## src/rtl/nem_ohmux_sel_ctrl.sv

```systemverilog
// Select-line controller and two-way arbiter for the 2-input inverting NEM-relay one-hot mux.
// Enforces break-before-make dead time on release and an actuation settle time before grant.
module nem_ohmux_sel_ctrl #(
  parameter int ACTUATE_CYC = 4,
  parameter int RELEASE_CYC = 3,
  parameter int MAX_HOLD    = 0
) (
  input  logic CP,
  input  logic RST,
  input  logic REQ0,
  input  logic REQ1,
  output logic S0,
  output logic S1,
  output logic GNT0,
  output logic GNT1,
  output logic BUSY
);

  if (ACTUATE_CYC < 1 || ACTUATE_CYC > 255) begin : g_bad_actuate
    $error("ACTUATE_CYC must be in 1..255");
  end
  if (RELEASE_CYC < 1 || RELEASE_CYC > 255) begin : g_bad_release
    $error("RELEASE_CYC must be in 1..255");
  end
  if (MAX_HOLD < 0 || MAX_HOLD > 65535) begin : g_bad_hold
    $error("MAX_HOLD must be in 0..65535");
  end

  typedef enum logic [1:0] {IDLE, ACTUATE, GRANTED, RELEASE} state_t;

  localparam logic [7:0]  ACT_LOAD   = 8'(ACTUATE_CYC - 1);
  localparam logic [7:0]  REL_LOAD   = 8'(RELEASE_CYC - 1);
  localparam logic [15:0] HOLD_LIMIT = 16'(MAX_HOLD);
  localparam logic        HOLD_ON    = (MAX_HOLD != 0);

  state_t      state;
  logic        owner;
  logic        last;
  logic [7:0]  cnt;
  logic [15:0] hold;

  logic any_req;
  logic pick;
  logic owner_req;
  logic other_req;
  logic revoke;

  // On a tie the requester that did not own the mux last time wins.
  always_comb begin
    any_req   = REQ0 | REQ1;
    pick      = (REQ0 & REQ1) ? ~last : REQ1;
    owner_req = owner ? REQ1 : REQ0;
    other_req = owner ? REQ0 : REQ1;
    revoke    = HOLD_ON & other_req & (hold >= HOLD_LIMIT);
  end

  always_ff @(posedge CP) begin
    if (RST) begin
      state <= IDLE;
      owner <= 1'b0;
      last  <= 1'b1;
      cnt   <= '0;
      hold  <= '0;
      S0    <= 1'b0;
      S1    <= 1'b0;
      GNT0  <= 1'b0;
      GNT1  <= 1'b0;
      BUSY  <= 1'b0;
    end else begin
      case (state)
        IDLE: begin
          if (any_req) begin
            state <= ACTUATE;
            owner <= pick;
            last  <= pick;
            cnt   <= ACT_LOAD;
            S0    <= ~pick;
            S1    <= pick;
            BUSY  <= 1'b1;
          end
        end
        ACTUATE: begin
          // A request withdrawn mid-actuation still pays the full dead time.
          if (!owner_req) begin
            state <= RELEASE;
            cnt   <= REL_LOAD;
            S0    <= 1'b0;
            S1    <= 1'b0;
          end else if (cnt == 8'd0) begin
            state <= GRANTED;
            hold  <= '0;
            GNT0  <= ~owner;
            GNT1  <= owner;
          end else begin
            cnt <= cnt - 8'd1;
          end
        end
        GRANTED: begin
          if (!owner_req || revoke) begin
            state <= RELEASE;
            cnt   <= REL_LOAD;
            S0    <= 1'b0;
            S1    <= 1'b0;
            GNT0  <= 1'b0;
            GNT1  <= 1'b0;
          end else if (other_req && hold != 16'hFFFF) begin
            hold <= hold + 16'd1;
          end
        end
        RELEASE: begin
          if (cnt != 8'd0) begin
            cnt <= cnt - 8'd1;
          end else if (any_req) begin
            state <= ACTUATE;
            owner <= pick;
            last  <= pick;
            cnt   <= ACT_LOAD;
            S0    <= ~pick;
            S1    <= pick;
          end else begin
            state <= IDLE;
            BUSY  <= 1'b0;
          end
        end
        default: state <= IDLE;
      endcase
    end
  end

endmodule

```

## config.mk

```make
export PLATFORM = sky130hd
export DESIGN_NAME = nem_ohmux_sel_ctrl
export DESIGN_NICKNAME = d
export VERILOG_FILES = /design/src/rtl/nem_ohmux_sel_ctrl.sv
export SDC_FILE = /design/constraint.sdc
export NUM_CORES = 1
export LEC_CHECK = 0
export ABC_AREA = 1
export CORE_ASPECT_RATIO = 0.75
export CORE_UTILIZATION = 54
export CTS_CLUSTER_SIZE = 14
export DETAILED_ROUTE_END_ITERATION = 12
export PLACE_DENSITY_LB_ADDON = 0.3
export SETUP_SLACK_MARGIN = 0.02
export SLEW_MARGIN = 20
export SYNTH_ARGS = -nofsm -noshare
export SYNTH_HDL_FRONTEND = slang
export SYNTH_SLANG_ARGS = --single-unit
export TNS_END_PERCENT = 30
```

## constraint.sdc

```tcl
create_clock -name CP -period 3.8 [get_ports CP]
set_clock_uncertainty 0.15 [all_clocks]
set_input_delay 0.38 -clock CP [delete_from_list [all_inputs] [get_ports CP]]
set_output_delay 0.38 -clock CP [all_outputs]
set_load 0.005 [all_outputs]
```

==> flow_metrics.tcl, run 1 <==
set metrics [dict create \
    status "finished, final reports clean" \
    grt_antenna_before_repair 0 \
    rsz0062_at_grt "false" \
    cts-buffers-inserted 3 \
    cts.sinks 17 \
    pwr_density_cell_mw_per_mm2 789.6 \
    period_minus_slack_ns 1.833 \
    finish.net_count 195 \
    cts.reportedPaths.clkPinSlew_ns 0.10 \
    mostFrequentLayoutCells "nand2_1, inv_1, nor2_1" \
    wirelength_per_cell_um 11.76 \
    mappedNetlistArea_sq_mm 0.001165 \
    place.gp.congestion 0.8149 \
    drive_above_1_share_pct 15.76 \
    final_hold_viol_count 0 \
    sequential_fraction_of_the_synthesis_area_pct 29.22 \
    buffer_ports.inserted 8 \
    pre_cts_slack_ns 1.695 \
    clk-insertion-delay-late_ns 0.30 \
    period_utilisation_layout_pct 48.25 \
    worst_slack_ns 1.967 \
    achievable-frequency_ghz 0.5454 \
    worst_slew_margin_rel_pct 62.21 \
    root_buffer "clkbuf_4" \
    groute.usage.overall_pct 22.97 \
    design.die.area_sq_mm 0.002349 \
    wirelength_routed_um 2447 \
    required_ns 3.87 \
    syn-instance-count 174 \
    final.fill_count 183 \
    synthToLayoutAreaGrowth_pct 10.42 \
    syn_area_per_cell_sq_um 6.695 \
    floorplan.die.height_um 42.23 \
    postCtsSetupBuffers 0 \
    grt_pass1_wl_um 4140 \
    num_vias 1115 \
    timing.critical_path.arrival_ns 1.90 \
    synthDistinctLibCells 24 \
    die_width_um 55.63 \
    yosys_register_bits 17 \
    post_cts_hold_buffer_count 0 \
    top_level_ports 9 \
    total_non_filler_cell_area_in_the_finished_layout_sq_mm 0.001286 \
    cts_tree "built" \
    number_of_cells_traversed_by_the_worst_register_to_register_path 7 \
    drc_errors 0 \
    grt_pass1_vias 989 \
    worst_slew_pin_slew_ns 0.5651 \
    maximum_clock_path_buffer_count 2 \
    crit_path_start_kind "flop" \
    grt_start_max_net_pins 13 \
    worstHoldPathType "flop to flop" \
    r2r_slack_ns 1.97 \
    synth.yosys.warnings 0 \
    place_hpwl_um 1946 \
    max_capacitance_violation_total 0 \
    remaining_overflow_grt 0 \
    post_synth_main_area_contributors "dfxtp_1, nand2_1, inv_1" \
    ir_worst_vdd_mv 0.4689 \
    leading_area_contributor_after_synthesis "dfxtp_1" \
    cts-resized-gates 0 \
    floorplan.core_area_sq_mm 0.002014 \
    cts_htree_levels 1 \
    report.final.setup_viol 0 \
    total_power_mw 1.016 \
    worstPathMaxFanout 7 \
    std_cell_rows 14 \
    initial_core_util_pct 57.83 \
    finalMaxSlewViolations 0 \
    p_leak_nw 0.6004 \
    multiInputGateArea_sq_um 700.7 \
    post-place-cells 204 \
    layout_commonest_cell "nand2_1" \
    drtAntennaViolNets 0 \
    drt_pre_antenna_iters 4 \
    synth_largest_type_area_fraction_pct 29.22 \
    totalNegativeSetupSlack_ns 0 \
    diodes 0 \
    crit_type "flop to flop" \
    timing.critical_path.to_type "flop" \
    min_path_cells 2 \
    regArea_sq_um 340.3 \
    drt_iter0_drc 42 \
    viasPerCell 5.361 \
    place_area_sq_mm 0.001260 \
    synth.net_count 184 \
    non_filler_instances 208 \
]
## state kept, by name, summed over array words and instances, names as in the netlist
name   cells
BUSY       1
last       1
cnt        8
state      2
GNT1       1
S1         1
owner      1
S0         1
GNT0       1
## cell type report
| type | instances | area share [%] |
|---|---|---|
| Inverter | 29 | 8.463 |
| Sequential cell | 17 | 26.46 |
| Multi-Input combinational cell | 126 | 54.47 |
| Timing Repair Buffer | 8 | 6.226 |
| Clock buffer | 4 | 2.043 |
| Tap cell | 24 | 2.335 |
## Yosys cell counts, drive strengths merged
library cell / n
a21oi: 14
a31oi: 2
buf: 1
clkbuf: 1
dfxtp: 17
ha: 6
inv: 29
nand2: 49
nand3: 9
nand4: 2
nor2: 23
nor3: 5
o21ai: 15
o31ai: 1
## worst paths after layout
| path | startpoint | to |
|---|---|---|
| max | cnt[0]$_SDFFE_PP0P_ | cnt[7]$_SDFFE_PP0P_ |
| max reg2reg | cnt[0]$_SDFFE_PP0P_ | cnt[7]$_SDFFE_PP0P_ |
| min reg2reg | S1$_SDFFE_PP0P_ | S1$_SDFFE_PP0P_ |
| min | S1$_SDFFE_PP0P_ | S1$_SDFFE_PP0P_ |
## worst max-delay path, cell delays in order, from the launching register on
cell and delay (ns):
dfxtp_1 0.37, inv_1 0.09, ha_1 0.22, nand2_1 0.16, o21ai_4 0.11, a21oi_2 0.33
nand4_1 0.13, a21oi_1 0.18
## cell families (layout without fill, tap and decap cells)
| logic type | Yosys count | count (layout) | synth area share (%) |
|---|---|---|---|
| fa+ha+maj | 6 | 6 | 6.445 |
| simple gates | 88 | 88 | 36.30 |
| buf+inv | 31 | 41 | 10.63 |
| compound gates | 32 | 32 | 17.40 |
| flops | 17 | 17 | 29.22 |
## power breakdown
group / leakage [nW] / switching (mW) / internal, mW
logic: 0.446 / 0.398 / 0.242
registers: 0.140 / 0.0417 / 0.234
clock network: 0.0150 / 0.0584 / 0.0410
total: 0.600 / 0.498 / 0.517
## per-layer routing
layer / up-vias / share of wire, % / global-route usage, %
met4: 0 / 0.98 / 6.000
met1: 497 / 46 / 28.02
met3: 4 / 7.8 / 9.877
met5: - / 0 / 0
li1: 573 / - / -
met2: 41 / 45 / 37.35
## per-stage QoR
step	utilization, %	hold WS [ns]
3_5_place_dp	62.55	0.3131
3_3_place_gp	62.55	0.3000
6_report	63.85	0.3272
5_1_grt	63.85	0.3557
4_1_cts	63.85	0.3292
2_1_floorplan	-	0.2792
Note: power is estimated with default switching activity, not from simulation.
==> inputs of run 2 (changes only) <==
==> constraint.sdc (replaced) <==
create_clock -name CP -period 1.7 [get_ports CP]
set_clock_uncertainty 0.15 [all_clocks]
set_input_delay 0.17 -clock CP [delete_from_list [all_inputs] [get_ports CP]]
set_output_delay 0.17 -clock CP [all_outputs]
set_load 0.005 [all_outputs]
==> run 2 against run 1 <==
Effect of this change:
- sequential share of layout area is 2.0 points lower
- worst hold slack got worse by 0.0012 ns
- critical path type unchanged
- fmax increased by 13%
- clock-buffer cell count unchanged
- via count up 3.4%
- global-route usage rose by 1.1 points
- combinational power grew to 2.6 times the previous value
- final cell count rose by 3.8%
- total power rose by 150%
- utilization rose by 6.8 points
==> flow_metrics.tcl, run 2 (synthesis results as in run 1) <==
set metrics [dict create \
    status "finished, final reports clean" \
    worstPathMaxFanout 7 \
    rsz0062_at_grt "true" \
    period_utilisation_layout_pct 95.58 \
    drc_errors 0 \
    top_regs "cnt: 8 flops, state: 2 flops" \
    finish.net_count 203 \
    worst_setup_path_startpoint "state[0]$_SDFFE_PP0P_" \
    regMostFlops "cnt" \
    wirelength_routed_um 2708 \
    num_vias 1153 \
    mostFrequentLayoutCells "nand2_1, inv_1, nor2_1" \
    timing.hold.worst.start "S1$_SDFFE_PP0P_" \
    timing.critical_path.arrival_ns 1.72 \
    place.gp.congestion 0.8680 \
    drtAntennaViolNets 0 \
    buffer_ports.inserted 8 \
    period_minus_slack_ns 1.625 \
    wirelength_per_cell_um 12.54 \
    max_capacitance_violation_total 0 \
    place_hpwl_um 1995 \
    design.die.area_sq_mm 0.002349 \
    power.clock.fraction_pct 8.9 \
    grt_pass1_wl_um 4360 \
    post-place-cells 209 \
    layout_commonest_cell "nand2_1" \
    worstHoldPathType "flop to flop" \
    drt_pre_antenna_iters 4 \
    floorplan.core_area_sq_mm 0.002014 \
    grt_pass1_vias 1024 \
    cts-buffers-inserted 3 \
    std_cell_rows 14 \
    maximum_clock_path_buffer_count 2 \
    report.final.setup_viol 0 \
    drt_iter0_drc 44 \
    cts_tree "built" \
    drive_above_1_share_pct 30.21 \
    ir_worst_vdd_mv 1.041 \
    non_filler_instances 216 \
    power_report.internal_total_mw 1.323 \
    clk-insertion-delay-late_ns 0.30 \
    timing.critical_path.cells "ha_2 -> o21ai_4 -> buf_4 -> a21oi_4 -> buf_6 -> nand2_1 -> a21oi_2" \
    worst_r2r_startpoint "state[0]$_SDFFE_PP0P_" \
    synthToLayoutAreaGrowth_pct 22.23 \
    viasPerCell 5.338 \
    total_power_mw 2.534 \
    achievable-frequency_ghz 0.6154 \
    grt_antenna_before_repair 0 \
    die_width_um 55.63 \
    combinationalPowerShare_pct 65.8 \
    required_ns 1.79 \
    timing.critical_path.to_type "flop" \
    power.share.switching_pct 47.78 \
    crit_type "flop to flop" \
    pwr_density_cell_mw_per_mm2 1780 \
    cts.sinks 17 \
    floorplan.die.height_um 42.23 \
    critical_path.max_stage_delay_ns 0.38 \
    worst_slew_margin_rel_pct 78.58 \
    remaining_overflow_grt 0 \
    initial_core_util_pct 57.83 \
    final_hold_viol_count 0 \
    root_buffer "clkbuf_4" \
    groute.usage.overall_pct 24.08 \
    grt_start_max_net_pins 13 \
    crit_path_start_kind "flop" \
    standard_cell_with_the_maximum_stage_delay_on_the_critical_path "dfxtp_2" \
    max_reg_flops 8 \
    p_leak_nw 0.6419 \
    p_switching_mw 1.211 \
    seq_power_share_pct 25.3 \
    finalMaxSlewViolations 0 \
    worst_slew_pin_slew_ns 0.3188 \
    cts_htree_levels 1 \
    diodes 0 \
    top_level_ports 9 \
    cts.reportedPaths.clkPinSlew_ns 0.10 \
]
-- run 2: changes by cell type in the layout (fill, tap and decap cells not counted), sizes merged --
| cell | change |
|---|---|
| buf | +8 |
-- run 2: critical path: cells and delay by family, from the launching register on --
kind / cells / cell delay, ns
DFF: 1 / 0.38
buffers and inverters: 2 / 0.29
AOI/OAI and AO/OA: 3 / 0.43
adders and majority gates: 1 / 0.25
and+or+nand+nor: 1 / 0.06
-- run 2: routing by layer --
layer,routed length (um),GRT usage (%)
met1,1263,30.50
met2,1239,39.04
met3,159,6.481
met5,0,0
met4,44,10.00
-- run 2: power by group through the flow --
stage | sequential (mW) | combinational [mW] | clock (mW)
3_3_place_gp | 0.615 | 1.43 | 0
2_1_floorplan | 0.608 | 1.11 | 0
3_5_place_dp | 0.626 | 1.46 | 0
4_1_cts | 0.617 | 1.48 | 0.232
5_1_grt | 0.653 | 1.87 | 0.242
6_report | 0.640 | 1.67 | 0.225
-- run 2: repair_timing --
item | in CTS | in global routing
hold buffers | 0 | 0
pin swaps | 0 | 9
gates resized for setup | 1 | 27
setup buffers | 0 | 3
endpoints found under the setup margin | 3 | 17
-- run 2: final cells by class --
| type | count | area [sq um] |
|---|---|---|
| sequential | 17 | 347.8 |
| multi-input combinational | 126 | 764.5 |
| clock buffer | 4 | 26.28 |
| fill | 160 | 590.6 |
| tap | 24 | 30.03 |
| timing repair buffer | 16 | 143.9 |
| inverter | 29 | 111.4 |
-- run 2: path summary, 6_finish.rpt --
path	endpoint	slack, ns	depth (start not counted)
worst min register to register	S1$_SDFFE_PP0P_	0.33	2
worst min-delay path	S1$_SDFFE_PP0P_	0.33	2
worst max register to register	cnt[3]$_SDFFE_PP0P_	0.08	7
worst max-delay path	cnt[3]$_SDFFE_PP0P_	0.08	7
-- run 2: metrics by stage --
stage	util [%]	setup slack, ns	hold WS (ns)	TNS [ns]	cell area [sq um]
6_report	70.68	0.07509	0.3260	0	1424
3_3_place_gp	64.41	-0.06230	0.3013	-0.2031	1297
5_1_grt	70.68	-0.005314	0.3534	-0.01062	1424
3_5_place_dp	64.41	-0.1292	0.3096	-0.7323	1297
2_1_floorplan	-	0.1529	0.08907	0	1165
4_1_cts	66.09	0.0004279	0.3248	0	1331
==> inputs of run 3 (changes only) <==
--- a/config.mk
+++ b/config.mk
@@ -7,6 +7,7 @@
 export LEC_CHECK = 0
 export ABC_AREA = 1
 export CORE_ASPECT_RATIO = 0.75
+export CORE_MARGIN = 1.5
 export CORE_UTILIZATION = 54
 export CTS_CLUSTER_SIZE = 14
 export DETAILED_ROUTE_END_ITERATION = 12
==> run 3 against run 2 <==
Effect of this change:
- non-clock buffer count grew 1
- utilization grew 0.56 points
- total power grew 2.6%
- global-route usage shrank 0.70 points
- first-iteration DRC count shrank 2.3%
- via count grew 3.8%
- worst hold slack lost 0.010 ns
- clock power is essentially flat
- critical endpoint is now S0$_SDFFE_PP0P_
- largest cell class unchanged
- largest power group unchanged
==> flow_metrics.tcl, run 3 (synthesis results as in run 1) <==
set metrics [dict create \
    initial_core_util_pct 57.83 \
    wirelength_per_cell_um 12.90 \
    floorplan.die.height_um 43.23 \
    diodes 0 \
    cts.reportedPaths.clkPinSlew_ns 0.09 \
    timing.critical_path.max_delay_family "flip-flops" \
    worst_path_most_repeated_cell "inv_2" \
    place_hpwl_um 1940 \
    required_ns 1.75 \
    timing.critical_path.arrival_ns 1.68 \
    post-route-util_pct 71.24 \
    regMostFlops "cnt" \
    drt_pre_antenna_iters 4 \
    drtAntennaViolNets 0 \
    cp.buffers_inverters 3 \
    synthToLayoutAreaGrowth_pct 23.20 \
    ir_worst_vdd_mv 1.170 \
    status "finished, final reports clean" \
    gr-usage-met3_pct 6.707 \
    grt_start_max_net_pins 13 \
    period_utilisation_layout_pct 95.87 \
    final_hold_viol_count 0 \
    groute.usage.overall_pct 23.39 \
    floorplan.core_area_sq_mm 0.002014 \
    root_buffer "clkbuf_4" \
    remaining_overflow_grt 0 \
    drc_errors 0 \
    grt_pass1_wl_um 4388 \
    grt_pass1_vias 1053 \
    report.final.setup_viol 0 \
    standard_cell_with_the_maximum_stage_delay_on_the_critical_path "dfxtp_2" \
    worst_slew_margin_rel_pct 73.69 \
    timing.critical_path.cells "inv_4 -> ha_4 -> nand2_4 -> o21ai_4 -> inv_2 -> nor3_4 -> inv_2 -> o21ai_2 -> nor2_1" \
    cts-buffers-inserted 3 \
    finish.net_count 204 \
    grt_antenna_before_repair 0 \
    critical_path.max_stage_delay_ns 0.35 \
    cts_htree_levels 1 \
    design.die.area_sq_mm 0.002448 \
    drive_above_1_share_pct 32.12 \
    crit_path_start_kind "flop" \
    top_level_ports 9 \
    total_power_mw 2.601 \
    gr-usage-met2_pct 36.51 \
    mostFrequentLayoutCells "nand2_1, inv_1, nor2_1" \
    layout_commonest_cell "nand2_1" \
    max_capacitance_violation_total 0 \
    worstPathMaxFanout 4 \
    fin_hold_ws_ns 0.3159 \
    p_leak_nw 0.6448 \
    wirelength_routed_um 2800 \
    achievable-frequency_ghz 0.6136 \
    viasPerCell 5.516 \
    worstHoldPathType "flop to flop" \
    std_cell_rows 14 \
    rsz0062_at_grt "true" \
    cts_tree "built" \
    max_reg_flops 8 \
    die_width_um 56.63 \
    period_minus_slack_ns 1.630 \
    final.fill_count 161 \
    place.gp.congestion 0.8837 \
    top_usage_layer "met2" \
    cts.sinks 17 \
    clk-insertion-delay-late_ns 0.30 \
    pwr_density_cell_mw_per_mm2 1812 \
    worst_slew_pin_slew_ns 0.3917 \
    drt_iter0_drc 43 \
    timing.critical_path.to_type "flop" \
    buffer_ports.inserted 8 \
    num_vias 1197 \
    crit_type "flop to flop" \
    maximum_clock_path_buffer_count 2 \
    finalMaxSlewViolations 0 \
    top_regs "cnt: 8 flops, state: 2 flops" \
    met1_usage_pct 30.11 \
    post_cts_hold_buffer_count 0 \
]
## run 3: changes by cell type in the layout (fill, tap and decap cells not counted)
| cell | previous run | this run |
|---|---|---|
| nor2_2 | 7 | 6 |
| nand2_4 | 5 | 4 |
| o21ai_2 | 3 | 4 |
| o21ai_1 | 1 | 0 |
| inv_1 | 23 | 21 |
| nor2_4 | 0 | 1 |
| buf_4 | 7 | 8 |
| nand2_2 | 6 | 7 |
| inv_2 | 5 | 7 |
## run 3: worst min-delay path: cells and delay by family (launching register included)
kind,cells,cell delay [ns]
compound gates,1,0.05
flops,1,0.32
simple gates,1,0.06
## run 3: layout make-up
class | instances | area, sq um | share of cell area (%)
multi-input combinational | 126 | 768.2 | 53.53
timing repair buffer | 17 | 151.4 | 10.55
tap | 24 | 30.03 | 2.092
sequential | 17 | 347.8 | 24.24
clock buffer | 4 | 26.28 | 1.831
inverter | 29 | 111.4 | 7.759
## run 3: repair_timing
action / 4_1_cts / 5_1_grt
pin swaps: 1 / 11
gates resized for setup: 1 / 30
setup buffers: 0 / 4
endpoints found under the setup margin: 5 / 17
## run 3: layer usage
layer / routed length [um] / vias up
met3: 191 / 12
met1: 1259 / 547
met2: 1280 / 47
li1: - / 591
met5: 0 / -
met4: 69 / 0
## run 3: final timing paths
| kind | startpoint | endpoint | slack (ns) | cells past startpoint |
|---|---|---|---|---|
| hold reg to reg | S1$_SDFFE_PP0P_ | S1$_SDFFE_PP0P_ | 0.32 | 2 |
| setup / recovery | cnt[1]$_SDFFE_PP0P_ | S0$_SDFFE_PP0P_ | 0.07 | 9 |
| hold / removal | S1$_SDFFE_PP0P_ | S1$_SDFFE_PP0P_ | 0.32 | 2 |
| setup reg to reg | cnt[1]$_SDFFE_PP0P_ | S0$_SDFFE_PP0P_ | 0.07 | 9 |
## run 3: through the flow
step	instance area (sq um)	setup WS (ns)	setup TNS, ns	cells
floorplan	1165	0.1529	0	174
global placement	1297	-0.06116	-0.2034	209
detailed placement	1297	-0.1059	-0.5806	209
CTS	1325	-0.01221	-0.01221	213
global route	1435	-0.004031	-0.006831	217
finish	1435	0.07018	0	217
## run 3: where the power goes
part / internal, mW / total [mW] / switching, mW
Clock: 0.0915 / 0.224 / 0.132
Combinational: 0.706 / 1.74 / 1.04
Sequential: 0.535 / 0.635 / 0.100
